$ cat src/rtl/multi_cycle_ctrl_pkg.sv
// Shared definitions for the multi-cycle MIPS controller: opcodes, functs, ALU codes,
// FSM state encodings and the registered control bundle.
package multi_cycle_ctrl_pkg;

    localparam int STATE_W_DEF = 5;

    // Opcodes (Inst[31:26])
    localparam logic [5:0] OP_RTYPE = 6'b000000;
    localparam logic [5:0] OP_J     = 6'b000010;
    localparam logic [5:0] OP_JAL   = 6'b000011;
    localparam logic [5:0] OP_BEQ   = 6'b000100;
    localparam logic [5:0] OP_BNE   = 6'b000101;
    localparam logic [5:0] OP_ADDI  = 6'b001000;
    localparam logic [5:0] OP_SLTI  = 6'b001010;
    localparam logic [5:0] OP_ANDI  = 6'b001100;
    localparam logic [5:0] OP_ORI   = 6'b001101;
    localparam logic [5:0] OP_XORI  = 6'b001110;
    localparam logic [5:0] OP_LUI   = 6'b001111;
    localparam logic [5:0] OP_LW    = 6'b100011;
    localparam logic [5:0] OP_SW    = 6'b101011;

    // R-type functs (Inst[5:0])
    localparam logic [5:0] F_SLL  = 6'b000000;
    localparam logic [5:0] F_SRL  = 6'b000010;
    localparam logic [5:0] F_SRA  = 6'b000011;
    localparam logic [5:0] F_JR   = 6'b001000;
    localparam logic [5:0] F_ADD  = 6'b100000;
    localparam logic [5:0] F_ADDU = 6'b100001;
    localparam logic [5:0] F_SUB  = 6'b100010;
    localparam logic [5:0] F_SUBU = 6'b100011;
    localparam logic [5:0] F_AND  = 6'b100100;
    localparam logic [5:0] F_OR   = 6'b100101;
    localparam logic [5:0] F_XOR  = 6'b100110;
    localparam logic [5:0] F_NOR  = 6'b100111;
    localparam logic [5:0] F_SLT  = 6'b101010;
    localparam logic [5:0] F_SLTU = 6'b101011;

    // ALU_operation codes understood by data_path
    localparam logic [3:0] ALU_AND  = 4'b0000;
    localparam logic [3:0] ALU_OR   = 4'b0001;
    localparam logic [3:0] ALU_ADD  = 4'b0010;
    localparam logic [3:0] ALU_XOR  = 4'b0011;
    localparam logic [3:0] ALU_NOR  = 4'b0100;
    localparam logic [3:0] ALU_SRL  = 4'b0101;
    localparam logic [3:0] ALU_SUB  = 4'b0110;
    localparam logic [3:0] ALU_SLT  = 4'b0111;
    localparam logic [3:0] ALU_SLL  = 4'b1000;
    localparam logic [3:0] ALU_SRA  = 4'b1001;
    localparam logic [3:0] ALU_SLTU = 4'b1010;

    typedef enum logic [4:0] {
        S_IF  = 5'd0,
        S_ID  = 5'd1,
        S_MA  = 5'd2,
        S_MRD = 5'd3,
        S_MWR = 5'd4,
        S_WBL = 5'd5,
        S_EXR = 5'd6,
        S_WBR = 5'd7,
        S_JR  = 5'd8,
        S_EXI = 5'd9,
        S_WBI = 5'd10,
        S_LUI = 5'd11,
        S_BR  = 5'd12,
        S_J   = 5'd13
    } state_t;

    typedef struct packed {
        logic       mem_read;
        logic       mem_write;
        logic       iord;
        logic       ir_write;
        logic       reg_write;
        logic       pc_write;
        logic       pc_write_cond;
        logic       data2mem;
        logic [1:0] reg_dst;
        logic [1:0] mem_to_reg;
        logic [1:0] alu_src_a;
        logic [1:0] alu_src_b;
        logic [1:0] pc_source;
    } ctrl_t;

    // Instruction-independent controls of a state; jal and writeback suppression
    // are the only instruction facts that reach the registered bundle.
    function automatic ctrl_t ctrl_for(input state_t s, input logic is_jal, input logic wb_sup);
        ctrl_t c;
        c = '0;
        case (s)
            S_IF: begin
                c.iord      = 1'b1;
                c.mem_read  = 1'b1;
                c.ir_write  = 1'b1;
                c.alu_src_a = 2'b01;
                c.alu_src_b = 2'b01;
                c.pc_write  = 1'b1;
            end
            S_ID: begin
                c.alu_src_a = 2'b01;
                c.alu_src_b = 2'b11;
            end
            S_MA:  c.alu_src_b = 2'b10;
            S_MRD: begin
                c.alu_src_b = 2'b10;
                c.mem_read  = 1'b1;
            end
            S_MWR: begin
                c.alu_src_b = 2'b10;
                c.mem_write = 1'b1;
            end
            S_WBL: begin
                c.mem_to_reg = 2'b01;
                c.reg_write  = 1'b1;
            end
            S_WBR: begin
                c.reg_dst   = 2'b01;
                c.reg_write = ~wb_sup;
            end
            S_JR: begin
                c.pc_write  = 1'b1;
                c.pc_source = 2'b11;
            end
            S_EXI: c.alu_src_b = 2'b10;
            S_WBI: c.reg_write = ~wb_sup;
            S_LUI: begin
                c.mem_to_reg = 2'b10;
                c.reg_write  = 1'b1;
            end
            S_BR: begin
                c.pc_write_cond = 1'b1;
                c.pc_source     = 2'b01;
            end
            S_J: begin
                c.pc_write  = 1'b1;
                c.pc_source = 2'b10;
                if (is_jal) begin
                    c.reg_dst    = 2'b10;
                    c.mem_to_reg = 2'b11;
                    c.reg_write  = 1'b1;
                end
            end
            default: c = '0;
        endcase
        return c;
    endfunction

endpackage

$ cat src/rtl/multi_cycle_ctrl_alu_op_dec.sv
// Combinational instruction decode: ALU op, sign-extension, legality and
// whether the op can raise an arithmetic overflow.
import multi_cycle_ctrl_pkg::*;

module alu_op_dec (
    input  logic [5:0] opcode,
    input  logic [5:0] funct,
    output logic [3:0] alu_op,
    output logic       signext,
    output logic       legal,
    output logic       ovf_chk
);

    always_comb begin
        alu_op  = ALU_ADD;
        signext = 1'b0;
        legal   = 1'b1;
        ovf_chk = 1'b0;
        case (opcode)
            OP_RTYPE: begin
                case (funct)
                    F_ADD:  ovf_chk = 1'b1;
                    F_ADDU: alu_op  = ALU_ADD;
                    F_SUB: begin
                        alu_op  = ALU_SUB;
                        ovf_chk = 1'b1;
                    end
                    F_SUBU: alu_op = ALU_SUB;
                    F_AND:  alu_op = ALU_AND;
                    F_OR:   alu_op = ALU_OR;
                    F_XOR:  alu_op = ALU_XOR;
                    F_NOR:  alu_op = ALU_NOR;
                    F_SLT:  alu_op = ALU_SLT;
                    F_SLTU: alu_op = ALU_SLTU;
                    F_SLL:  alu_op = ALU_SLL;
                    F_SRL:  alu_op = ALU_SRL;
                    F_SRA:  alu_op = ALU_SRA;
                    F_JR:   alu_op = ALU_ADD;   // rs + $0 lands in ALU_Out
                    default: legal = 1'b0;
                endcase
            end
            OP_LW, OP_SW: signext = 1'b1;
            OP_ADDI: begin
                signext = 1'b1;
                ovf_chk = 1'b1;
            end
            OP_SLTI: begin
                alu_op  = ALU_SLT;
                signext = 1'b1;
            end
            OP_ANDI: alu_op = ALU_AND;
            OP_ORI:  alu_op = ALU_OR;
            OP_XORI: alu_op = ALU_XOR;
            OP_BEQ, OP_BNE: alu_op = ALU_SUB;
            OP_LUI, OP_J, OP_JAL: alu_op = ALU_ADD;
            default: legal = 1'b0;
        endcase
    end

endmodule

$ cat src/rtl/multi_cycle_ctrl.sv
// Moore FSM sequencing the multi-cycle MIPS data_path. Define MCCTRL_OVF_SUPPRESS_EN
// to block the register writeback of add/sub/addi that overflowed in execute.
import multi_cycle_ctrl_pkg::*;

module multi_cycle_ctrl #(
    parameter int STATE_W = STATE_W_DEF
) (
    input  logic               clk,
    input  logic               reset,
    input  logic [31:0]        Inst_in,
    input  logic               zero,
    input  logic               overflow,
    input  logic               MIO_ready,
    output logic               MemRead,
    output logic               MemWrite,
    output logic               IorD,
    output logic               IRWrite,
    output logic               RegWrite,
    output logic               PCWrite,
    output logic               PCWriteCond,
    output logic               Beq,
    output logic               Signext,
    output logic               data2Mem,
    output logic [1:0]         RegDst,
    output logic [1:0]         MemtoReg,
    output logic [1:0]         ALUSrcA,
    output logic [1:0]         ALUSrcB,
    output logic [1:0]         PCSource,
    output logic [3:0]         ALU_operation,
    output logic               illegal_inst,
    output logic [STATE_W-1:0] state_out
);

    state_t     state, nxt;
    ctrl_t      ctrl;
    logic [5:0] opcode, funct;
    logic [3:0] dec_alu;
    logic       dec_sx, dec_legal, dec_ovf, wb_sup;

    assign opcode = Inst_in[31:26];
    assign funct  = Inst_in[5:0];

    alu_op_dec u_dec (
        .opcode  (opcode),
        .funct   (funct),
        .alu_op  (dec_alu),
        .signext (dec_sx),
        .legal   (dec_legal),
        .ovf_chk (dec_ovf)
    );

`ifdef MCCTRL_OVF_SUPPRESS_EN
    assign wb_sup = (state == S_EXR || state == S_EXI) && dec_ovf && overflow;
    logic unused_bits;
    assign unused_bits = ^{zero, Inst_in[25:6]};
`else
    assign wb_sup = 1'b0;
    logic unused_bits;
    assign unused_bits = ^{zero, overflow, dec_ovf, Inst_in[25:6]};
`endif

    always_comb begin
        nxt = state;
        case (state)
            S_IF:  if (MIO_ready) nxt = S_ID;
            S_ID: begin
                case (opcode)
                    OP_RTYPE:                              nxt = S_EXR;
                    OP_LW, OP_SW:                          nxt = S_MA;
                    OP_ADDI, OP_SLTI, OP_ANDI, OP_ORI, OP_XORI: nxt = S_EXI;
                    OP_LUI:                                nxt = S_LUI;
                    OP_BEQ, OP_BNE:                        nxt = S_BR;
                    OP_J, OP_JAL:                          nxt = S_J;
                    default:                               nxt = S_IF;
                endcase
                if (!dec_legal) nxt = S_IF;
            end
            S_MA:  nxt = (opcode == OP_LW) ? S_MRD : S_MWR;
            S_MRD: if (MIO_ready) nxt = S_WBL;
            S_MWR: if (MIO_ready) nxt = S_IF;
            S_EXR: nxt = (funct == F_JR) ? S_JR : S_WBR;
            S_EXI: nxt = S_WBI;
            default: nxt = S_IF;
        endcase
    end

    // Control bundle is registered from the next state, so it changes with state
    // and async reset forces S_IF values in the same cycle.
    always_ff @(posedge clk or posedge reset) begin
        if (reset) begin
            state <= S_IF;
            ctrl  <= ctrl_for(S_IF, 1'b0, 1'b0);
        end else begin
            state <= nxt;
            ctrl  <= ctrl_for(nxt, opcode == OP_JAL, wb_sup);
        end
    end

    // Instruction-dependent outputs follow Inst_R, which is only valid after S_IF.
    always_comb begin
        ALU_operation = ALU_ADD;
        Signext       = 1'b0;
        case (state)
            S_EXR:               ALU_operation = dec_alu;
            S_EXI: begin
                ALU_operation = dec_alu;
                Signext       = dec_sx;
            end
            S_WBI:               Signext = dec_sx;
            S_BR:                ALU_operation = ALU_SUB;
            S_MA, S_MRD, S_MWR:  Signext = 1'b1;
            default: ;
        endcase
    end

    assign Beq          = (state == S_BR) && (opcode == OP_BEQ);
    assign illegal_inst = (state == S_ID) && !dec_legal;

    assign MemRead     = ctrl.mem_read;
    assign MemWrite    = ctrl.mem_write;
    assign IorD        = ctrl.iord;
    assign IRWrite     = ctrl.ir_write;
    assign RegWrite    = ctrl.reg_write;
    assign PCWrite     = ctrl.pc_write;
    assign PCWriteCond = ctrl.pc_write_cond;
    assign data2Mem    = ctrl.data2mem;
    assign RegDst      = ctrl.reg_dst;
    assign MemtoReg    = ctrl.mem_to_reg;
    assign ALUSrcA     = ctrl.alu_src_a;
    assign ALUSrcB     = ctrl.alu_src_b;
    assign PCSource    = ctrl.pc_source;
    assign state_out   = STATE_W'(state);

endmodule

$ cat config.mk
export PLATFORM = sky130hd
export DESIGN_NAME = multi_cycle_ctrl
export DESIGN_NICKNAME = d
export VERILOG_FILES = /design/src/rtl/multi_cycle_ctrl_pkg.sv /design/src/rtl/multi_cycle_ctrl_alu_op_dec.sv /design/src/rtl/multi_cycle_ctrl.sv
export SDC_FILE = /design/constraint.sdc
export NUM_CORES = 1
export LEC_CHECK = 0
export ABC_CLOCK_PERIOD_IN_PS = 2200
export CORE_MARGIN = 4
export CORE_UTILIZATION = 41
export CTS_CLUSTER_DIAMETER = 100
export DETAILED_ROUTE_END_ITERATION = 7
export MAX_ROUTING_LAYER = met4
export PLACE_DENSITY = 0.8
export SYNTH_ARGS = -nofsm -noshare
export SYNTH_HDL_FRONTEND = slang
export SYNTH_SLANG_ARGS = --single-unit
$ cat constraint.sdc
create_clock -name clk -period 2.2 [get_ports clk]
set_clock_uncertainty 0.05 [all_clocks]
set_input_delay 0.44 -clock clk [delete_from_list [all_inputs] [get_ports clk]]
set_output_delay 0.44 -clock clk [all_outputs]
set_load 0.01 [all_outputs]
# Word-level counts from Yosys, hierarchy flattened
# Memory sizes are Yosys's and may differ from the RTL's.
# Cells that the tools add are included.
# W data, S select, Z words.
dict set report word_totals {
  output_inout_bits 30
  regBits 22
  mem_count 1
  mem_bits_ro 256
  elab_cells 106
}
# memory words width rd rd_clocked_by_memory_dff wr line_no
set mem_list {}
lappend mem_list {{(name not given)} 64 4 1 0 0 multi_cycle_ctrl.sv:67} ;# case (opcode)
dict set report op_classes {
  n_reduce_logical 20
  n_eq_ne 45
  muxes 27
}
# operator count
set ops {}
lappend ops {{$eq A6 B6 Y1 const B} 12}
lappend ops {{$eq A5 B4 Y1 const B} 9}
lappend ops {{$eq A6 B4 Y1 const B} 7}
lappend ops {{$pmux W4 S10} 1}
lappend ops {{$pmux W5 S7} 1}
lappend ops {{$eq A5 B3 Y1 const B} 5}
lappend ops {{$eq A6 B2 Y1 const B} 4}
lappend ops {{$pmux W4 S6} 1}
lappend ops {{$eq A5 B2 Y1 const B} 4}
lappend ops {{$mux W5} 4}
lappend ops {{$pmux W2 S3} 3}
lappend ops {{$reduce_or A14 Y1} 1}
lappend ops {{$eq A6 B3 Y1 const B} 2}
lappend ops {{$logic_not A6 Y1} 2}
lappend ops {{$reduce_or A12 Y1} 1}
lappend ops {{$reduce_or A2 Y1} 6}
lappend ops {{$reduce_or A4 Y1} 3}
lappend ops {{$eq A5 B1 Y1 const B} 2}
lappend ops {{$logic_not A5 Y1} 2}
lappend ops {{$mux W1} 8}
lappend ops {{$mux W4} 2}
lappend ops {{$pmux W4 S2} 1}
lappend ops {{$pmux W1 S2} 3}
lappend ops {{$reduce_or A3 Y1} 2}
lappend ops {{other kinds (5)} 6}

# Depth between registers and ports, before layout
# Gate-level depths: netlist (run 1).
dict set report logic_depth {
  depth_word 9
  depth_mapped 10
  mapped_depth_nobuf 8
}

# By module
# From an unflattened synthesis (run 1), not the netlist that was laid out.
dict set report unflattened {
  hier_cells 199
  hier_area_um2 1720.4
}
# mod area_per_inst_um2 seq_area_each_um2 cells_per_inst instances
set by_module_without_submodules {}
lappend by_module_without_submodules {multi_cycle_ctrl 1315.0 506.7 137 1}
lappend by_module_without_submodules {alu_op_dec 405.4 0.0 62 1}

# Worst setup path before layout (run 1)
# No wires, ideal clock.
dict set report synth_path {
  path_kind {input port to flip-flop}
  from {input port Inst_in[5]}
  to {register ctrl, in the netlist ALUSrcB[1]}
  setup_slack_ns -0.033
  stages 9
  required_time_ns 2.070
  arrival_ns 2.103
  path_cell_list {buf_6 -> or4_1 -> nand4_1 -> and3_1 -> o21ai_2 -> o21ai_2 -> buf_6 -> or3b_1 -> o211ai_2}
}
dict set report synth_between {
  elab_chain_cells 9
  word_cells_on_any_way 28
  classes_between {18 x eq/ne; 6 x mux; 4 x reduce/logical}
}
# element line_no
set synth_rtl {}
lappend synth_rtl {{from (decl)} multi_cycle_ctrl.sv:10} ;# input logic [31:0] Inst_in,
lappend synth_rtl {{$eq A6 B4 Y1, or another cell as far along} {multi_cycle_ctrl_alu_op_dec.sv:21, multi_cycle_ctrl.sv:81}}
lappend synth_rtl {{$reduce_or A14 Y1 (no source line)} n/a}
lappend synth_rtl {{$mux W1} multi_cycle_ctrl_alu_op_dec.sv:21} ;# case (funct)
lappend synth_rtl {{$pmux W1 S2} multi_cycle_ctrl_alu_op_dec.sv:19} ;# case (opcode)
lappend synth_rtl {{$mux W5} multi_cycle_ctrl.sv:76} ;# if (!dec_legal) nxt = S_IF;
lappend synth_rtl {{$pmux W5 S7 *} multi_cycle_ctrl.sv:64} ;# case (state)
lappend synth_rtl {{named net nxt[0]} multi_cycle_ctrl.sv:34} ;# state_t state, nxt;
lappend synth_rtl {{$eq A5 B2 Y1, or another cell as far along} multi_cycle_ctrl_pkg.sv:89} ;# case (s)
lappend synth_rtl {{$reduce_or A4 Y1 (no source line)} n/a}
lappend synth_rtl {{$pmux W2 S3 *} multi_cycle_ctrl_pkg.sv:89}
lappend synth_rtl {{to (signal assigned)} multi_cycle_ctrl.sv:92} ;# ctrl <= ctrl_for(S_IF, 1'b0, 1'b0);
lappend synth_rtl {{to (signal assigned)} multi_cycle_ctrl.sv:95} ;# ctrl <= ctrl_for(nxt, opcode == OP_JAL, wb_sup);
lappend synth_rtl {{to (decl)} multi_cycle_ctrl.sv:35} ;# ctrl_t ctrl;
# The timed path passes the listed nets; every way through them passes the cells marked *.

# Final worst setup path (run 1)
dict set report layout_path {
  from {register state[2] (netlist: state_out[2])}
  to {register ctrl, in the netlist ALUSrcB[1]}
}
dict set report layout_between {
  elab_chain_cells 5
  word_cells_on_any_way 19
  classes_between {11 x eq/ne; 5 x mux; 3 x reduce/logical}
}
# element line_no
set layout_rtl {}
lappend layout_rtl {{from (decl)} multi_cycle_ctrl.sv:34}
lappend layout_rtl {{from (signal assigned)} multi_cycle_ctrl.sv:94} ;# state <= nxt;
lappend layout_rtl {{$eq A5 B4 Y1, or another cell as far along} multi_cycle_ctrl.sv:64}
lappend layout_rtl {{$pmux W5 S7 *} multi_cycle_ctrl.sv:64}
lappend layout_rtl {{$eq A5 B2 Y1, or another cell as far along} multi_cycle_ctrl_pkg.sv:89}
lappend layout_rtl {{$reduce_or A4 Y1 (no source line)} n/a}
lappend layout_rtl {{$pmux W2 S3 *} multi_cycle_ctrl_pkg.sv:89}
# Mark *: on every way between the ends. The rest lies on a longest branch, timed or not.

==> impl_metrics.py, run 1 <==
metrics = {
    "min_path": {
        "hold_class": "in2async",
    },
    "synthesis": {
        "synth_edf_count": 0,
        "ys_seq_area_share_pct": 34.7,
        "synth_flop_cell": "dfrtp_1",
        "yosysTopAreaCell": "dfrtp_1",
        "synthTopCellsByArea": "dfrtp_1, dfstp_2, nor2_1",
        "ys_warn_count": 0,
        "avgSynthCellArea_um2": 7.97,
        "synthesis.area_um2": 1460,
        "synth_seq_cells": 20,
        "synthCells": 183,
        "synth_cell_types": 46,
        "ys_async_sr_fraction_pct": 100,
        "synth_top_area_share_pct": 25.7,
    },
    "drt": {
        "dr_wl_met3_um": 302,
        "top_layer": "met4",
        "drc_errors": 0,
        "vias_per_cell": 5.55,
        "wl_per_cell_um": 16.5,
        "drtIter0Drc": 108,
        "antenna_left": 0,
        "m1WireLength_um": 2190,
        "wirelength_um": 5420,
        "vias": 1821,
        "dr.pass1.iters": 6,
        "wl_met2_um": 2740,
    },
    "clock_network": {
        "h-tree-depth": 1,
        "cts_made_buffers": 3,
        "ctsRootBufferMaster": "clkbuf_4",
        "cts.reportedPaths.clkPinSlew_ns": 0.11,
        "clk_latency_ns": 0.30,
        "cts_tree": "done",
        "cts_hold_buf": 0,
        "numClockSinks": 20,
        "clock_path_buffers": 2,
    },
    "setup_path": {
        "crit_top_cell": "buf_6",
        "path_cells": "buf_6 -> or4_4 -> a32oi_4 -> o21ai_4 -> buf_6 -> or3b_4 -> o211ai_2",
        "worst-r2r-setup-slack_ns": -0.07,
        "end_kind": "flop",
        "path_class": "reg2reg",
        "cp.arrival_ns": 2.45,
        "cp_data_required_time_ns": 2.38,
        "start_kind": "flop",
        "crit_fanout": 7,
        "slowest_stage": "or4_4",
        "cpPeakStageDelay_ns": 0.57,
    },
    "timing": {
        "rsz0062_at_grt": "yes",
        "fin_tns_setup_ns": -0.267,
        "min_period_ns": 2.27,
        "fin_ws_ns": -0.0668,
        "finalCritPeriodShare_pct": 103,
        "tightest_slew_ns": 0.706,
        "finalSetupViolCount": 9,
        "relSlewSlack_pct": 52.9,
        "fmax_mhz": 441,
        "hold_violations": 0,
        "slew_viol_final": 0,
    },
    "floorplanning": {
        "start_util_pct": 43.0,
        "dieArea_um2": 4580,
        "die-height_um": 67.7,
        "pin_count": 67,
        "fp.coreArea_um2": 3390,
        "num_rows": 21,
        "die_w_um": 67.7,
    },
    "pwr": {
        "leakage_nw": 1.13,
        "power_density_nw_per_um2": 357,
        "ir_drop_v": 0.000605,
        "power.total_mw": 0.928,
    },
    "finish": {
        "stdcell_count": 328,
        "area_growth_pct": 78.0,
        "final_layout_size_suffix_gt1_share_pct": 50.7,
        "antenna_cells": 0,
        "final_area_um2": 2600,
        "num-fill-cells": 205,
        "fin_nets": 321,
    },
    "placed_design": {
        "place_area_um2": 2230,
        "io_buffers": 42,
        "routabilityCongestion": 0.879,
        "placed_cells": 309,
        "hpwl_um": 3360,
        "post-place-ws_ns": -0.781,
    },
    "grt": {
        "grt_pass1_vias": 1706,
        "grt-ovfl-total": 0,
        "grt_max_degree": 21,
        "antenna_found_initial": 0,
        "track_usage_pct": 22.6,
        "grt_pass1_wl_um": 7800,
    },
    "status": {
        "violations": "setup timing",
        "status": "complete, but fails checks",
    },
    "flow_run": {
        "maxCapViolations": 0,
    },
}
[critical path, delay by kind of cell (launching register included)]
kind                   cells  cell delay (ns)
AOI/OAI and AO/OA          3             0.47
buffers and inverters      2             0.28
and+or+nand+nor            2             0.94
DFF                        1             0.45
[state kept, by name (all words and copies together) (netlist names), 2 cells and up]
name and cells:
state_out 5, ALUSrcB 2, MemtoReg 2, PCSource 2
RegDst 2
[cells in the final DEF (no fill, tap or decap), drive strengths merged, types with 2 or more instances in the layout]
cell and n:
or3b 3, a32oi 2, o21a 2, inv 6, nor2 20, clkdlybuf4s50 23
nand3 7, nand2b 11, buf 81, a21oi 14, and3 2, clkbuf 5
o21ai 8, nand4b 2, o22ai 4, nand4 2, o41ai 2, or2 3
nor4 3, nand3b 3, conb 3, or4 2, a31oi 4, dfrtp 15
nand2 18, dfstp 5, nor3 9, dlygate4sd2 2, nor2b 6
[final timing paths]
kind / start / to / cells past startpoint
worst min register to register: state_out[3] / state_out[0] / 4
max in group asynchronous: reset / state_out[0] / 2
worst max-delay path: state_out[2] / ALUSrcB[1] / 7
worst min-delay path: reset / ALUSrcB[1] / 2
min in group clk: Inst_in[29] / MemtoReg[1] / 5
worst max register to register: state_out[2] / ALUSrcB[1] / 7
[per-stage QoR]
| stage | util, % | hold WS (ns) |
|---|---|---|
| CTS | 71.9 | 0.535 |
| finish | 76.6 | 0.505 |
| global placement | 65.9 | 0.759 |
| global route | 76.6 | 0.571 |
| floorplan | - | 0.350 |
| detailed placement | 65.9 | 0.801 |
[report_power, final]
part	internal (mW)	switching (mW)
registers	0.379	0.00782
logic	0.122	0.124
clock network	0.184	0.112
[cell type report]
class	count	area, µm²	area share, %
clock buffer	3	22.5	0.867
clock inverter	1	30.0	1.16
inverter	6	22.5	0.867
multi-input combinational	144	1080	41.5
sequential	20	509	19.6
tap	46	57.6	2.22
timing repair buffer	108	878	33.8
[synthesized netlist by cell type, types with 4 or more instances]
| cell type | number |
|---|---|
| inv_1 | 6 |
| nor2b_1 | 6 |
| a31oi_1 | 4 |
| a21oi_1 | 14 |
| nor3_1 | 9 |
| buf_4 | 6 |
| buf_2 | 4 |
| nand2_1 | 18 |
| nand3_1 | 7 |
| o21ai_0 | 5 |
| nand2b_1 | 11 |
| nor2_1 | 20 |
| dfstp_2 | 5 |
| dfrtp_1 | 15 |
| o22ai_1 | 4 |
[timing repair]
item,in CTS,in global routing
gates resized for setup,87,49
hold endpoints to repair,0,0
endpoints found under the setup margin,24,20
setup buffers,12,3
pin swaps,22,26
[cell families after synthesis]
group / share of synthesized area, %
mux: 0.686
other cells: 0.257
simple gates: 35.2
flops: 34.7
fa+ha+maj: 0.857
compound gates: 19.4
buf+inv: 8.32
xor+xnor: 0.600
[layer usage]
metal | global-route usage [%] | vias up
met4 | 4.30 | 0
met1 | 28.7 | 872
met2 | 38.0 | 79
li1 | - | 846
met5 | - | -
met3 | 3.83 | 24
Note: power is estimated with default switching activity, not from simulation.
==> inputs of run 2 (changes only) <==
--- a/config.mk
+++ b/config.mk
@@ -12,6 +12,7 @@
 export DETAILED_ROUTE_END_ITERATION = 7
 export MAX_ROUTING_LAYER = met4
 export PLACE_DENSITY = 0.8
+export REMOVE_ABC_BUFFERS = 1
 export SYNTH_ARGS = -nofsm -noshare
 export SYNTH_HDL_FRONTEND = slang
 export SYNTH_SLANG_ARGS = --single-unit
==> impl_metrics.py, run 2 (same netlist as run 1, synthesis figures left out) <==
metrics = {
    "status": {
        "status": "complete, but fails checks",
        "violations": "setup timing",
    },
    "drt": {
        "drc_errors": 0,
        "wl_per_cell_um": 20.5,
        "vias": 1966,
        "dr.pass1.iters": 4,
        "antenna_left": 0,
        "wirelength_um": 6780,
        "vias_per_cell": 5.94,
        "drtIter0Drc": 195,
    },
    "finish": {
        "final_layout_size_suffix_gt1_share_pct": 56.8,
        "area_growth_pct": 90.5,
        "layout_common_cells": "buf_4, clkdlybuf4s50_1, nor2_1",
        "num-fill-cells": 180,
        "multiInputGateArea_um2": 1220,
        "final_area_um2": 2780,
        "stdcell_count": 331,
        "largest_register_ffs": 5,
        "fin_nets": 324,
        "antenna_cells": 0,
        "seq_area_um2": 508,
        "layout_commonest_cell": "buf_4",
    },
    "pwr": {
        "ir_drop_v": 0.000483,
        "leakage_nw": 1.18,
        "power_density_nw_per_um2": 353,
    },
    "flow_run": {
        "maxCapViolations": 0,
    },
    "grt": {
        "grt_max_degree": 21,
        "grt_pass1_vias": 1988,
        "grt_pass1_wl_um": 8960,
        "antenna_found_initial": 0,
        "track_usage_pct": 26.5,
        "grt-ovfl-total": 0,
    },
    "timing": {
        "slew_viol_final": 0,
        "fmax_mhz": 432,
        "finalCritPeriodShare_pct": 105,
        "holdWs_ns": 0.504,
        "fin_tns_setup_ns": -0.336,
        "fin_ws_ns": -0.113,
        "tightest_slew_ns": 0.740,
        "hold_violations": 0,
        "relSlewSlack_pct": 50.6,
        "finalSetupViolCount": 9,
        "rsz0062_at_grt": "yes",
        "min_period_ns": 2.31,
    },
    "setup_path": {
        "crit_fanout": 4,
        "end_kind": "flop",
        "cp.arrival_ns": 2.51,
        "start_kind": "flop",
        "path_class": "reg2reg",
        "cp_data_required_time_ns": 2.40,
    },
    "floorplanning": {
        "die_w_um": 67.7,
        "start_util_pct": 43.0,
        "dieArea_um2": 4580,
        "pin_count": 67,
        "fp.coreArea_um2": 3390,
        "die-height_um": 67.7,
        "num_rows": 21,
    },
    "placed_design": {
        "routabilityCongestion": 0.869,
        "placed_cells": 312,
        "place_area_um2": 2250,
        "io_buffers": 42,
        "hpwl_um": 3360,
    },
    "clock_network": {
        "ctsRootBufferMaster": "clkbuf_4",
        "h-tree-depth": 1,
        "clk_latency_ns": 0.31,
        "numClockSinks": 20,
        "cts_made_buffers": 3,
        "cts_tree": "done",
        "clock_path_buffers": 2,
        "cts.reportedPaths.clkPinSlew_ns": 0.12,
    },
    "min_path": {
        "hold_class": "in2async",
    },
}
[run 2: changes by cell type in the layout (fill, tap and decap cells not counted), moves of 2 or more]
cell	delta
nand2_1	-3
nand2_2	+3
nand2b_1	-3
nand2b_4	+3
nor3_1	-3
buf_4	+2
buf_8	+2
nand3_1	-2
nand3_2	+2
nor2_2	-2
nor2_4	+2
nor3_2	+2
o22ai_1	-2
o22ai_2	+2
[run 2: path summary, 6_finish.rpt]
path                               from            to  slack (ns)  cells after the start
min in group clk            Inst_in[26]     RegDst[1]        0.72                      6
max in group asynchronous         reset  state_out[1]        1.08                      2
setup reg to reg           state_out[1]    ALUSrcB[1]       -0.11                     10
hold / removal                    reset   MemtoReg[0]        0.50                      2
setup / recovery           state_out[1]    ALUSrcB[1]       -0.11                     10
hold reg to reg            state_out[2]    ALUSrcA[0]        1.04                      6
[run 2: repair_timing]
action	in CTS	in global routing
endpoints found under the hold margin	0	0
setup buffers	8	7
endpoints found under the setup margin	25	23
pin swaps	27	27
gates resized for setup	104	70
hold buffers	0	0
[run 2: per-stage QoR]
stage	power [mW]	util [%]	setup slack, ns
after floorplan	0.466	-	-0.189
after global placement	0.593	66.4	-0.832
after detailed placement	0.597	66.4	-0.813
after CTS	0.916	73.8	0.000726
after global routing	1.01	82.0	-0.158
final	0.981	82.0	-0.113
[run 2: final cells by class]
class | count | share of cell area [%]
sequential | 20 | 18.3
tap | 46 | 2.07
clock inverter | 1 | 1.08
multi-input combinational | 144 | 43.8
clock buffer | 3 | 0.810
timing repair buffer | 111 | 33.1
inverter | 6 | 0.810
[run 2: power breakdown]
group	switching, mW	internal (mW)	leakage, nW
logic	0.147	0.138	0.894
registers	0.00703	0.379	0.257
clock network	0.125	0.184	0.0279
[run 2: routing by layer]
layer | wire length, µm | track usage [%] | vias to the layer above
met5 | 0 | - | -
met4 | 485 | 15.4 | 0
met3 | 474 | 4.16 | 49
met2 | 3430 | 46.3 | 132
met1 | 2390 | 28.0 | 938
li1 | - | - | 847
[run 2: critical path, cell delays in order, from the launching register on]
cell,delay (ns)
dfrtp_2,0.47
buf_4,0.17
nor2_4,0.08
buf_4,0.12
nand2_1,0.08
o22ai_1,0.34
a32oi_4,0.11
o21ai_4,0.11
buf_4,0.15
or4b_4,0.48
o211ai_2,0.08
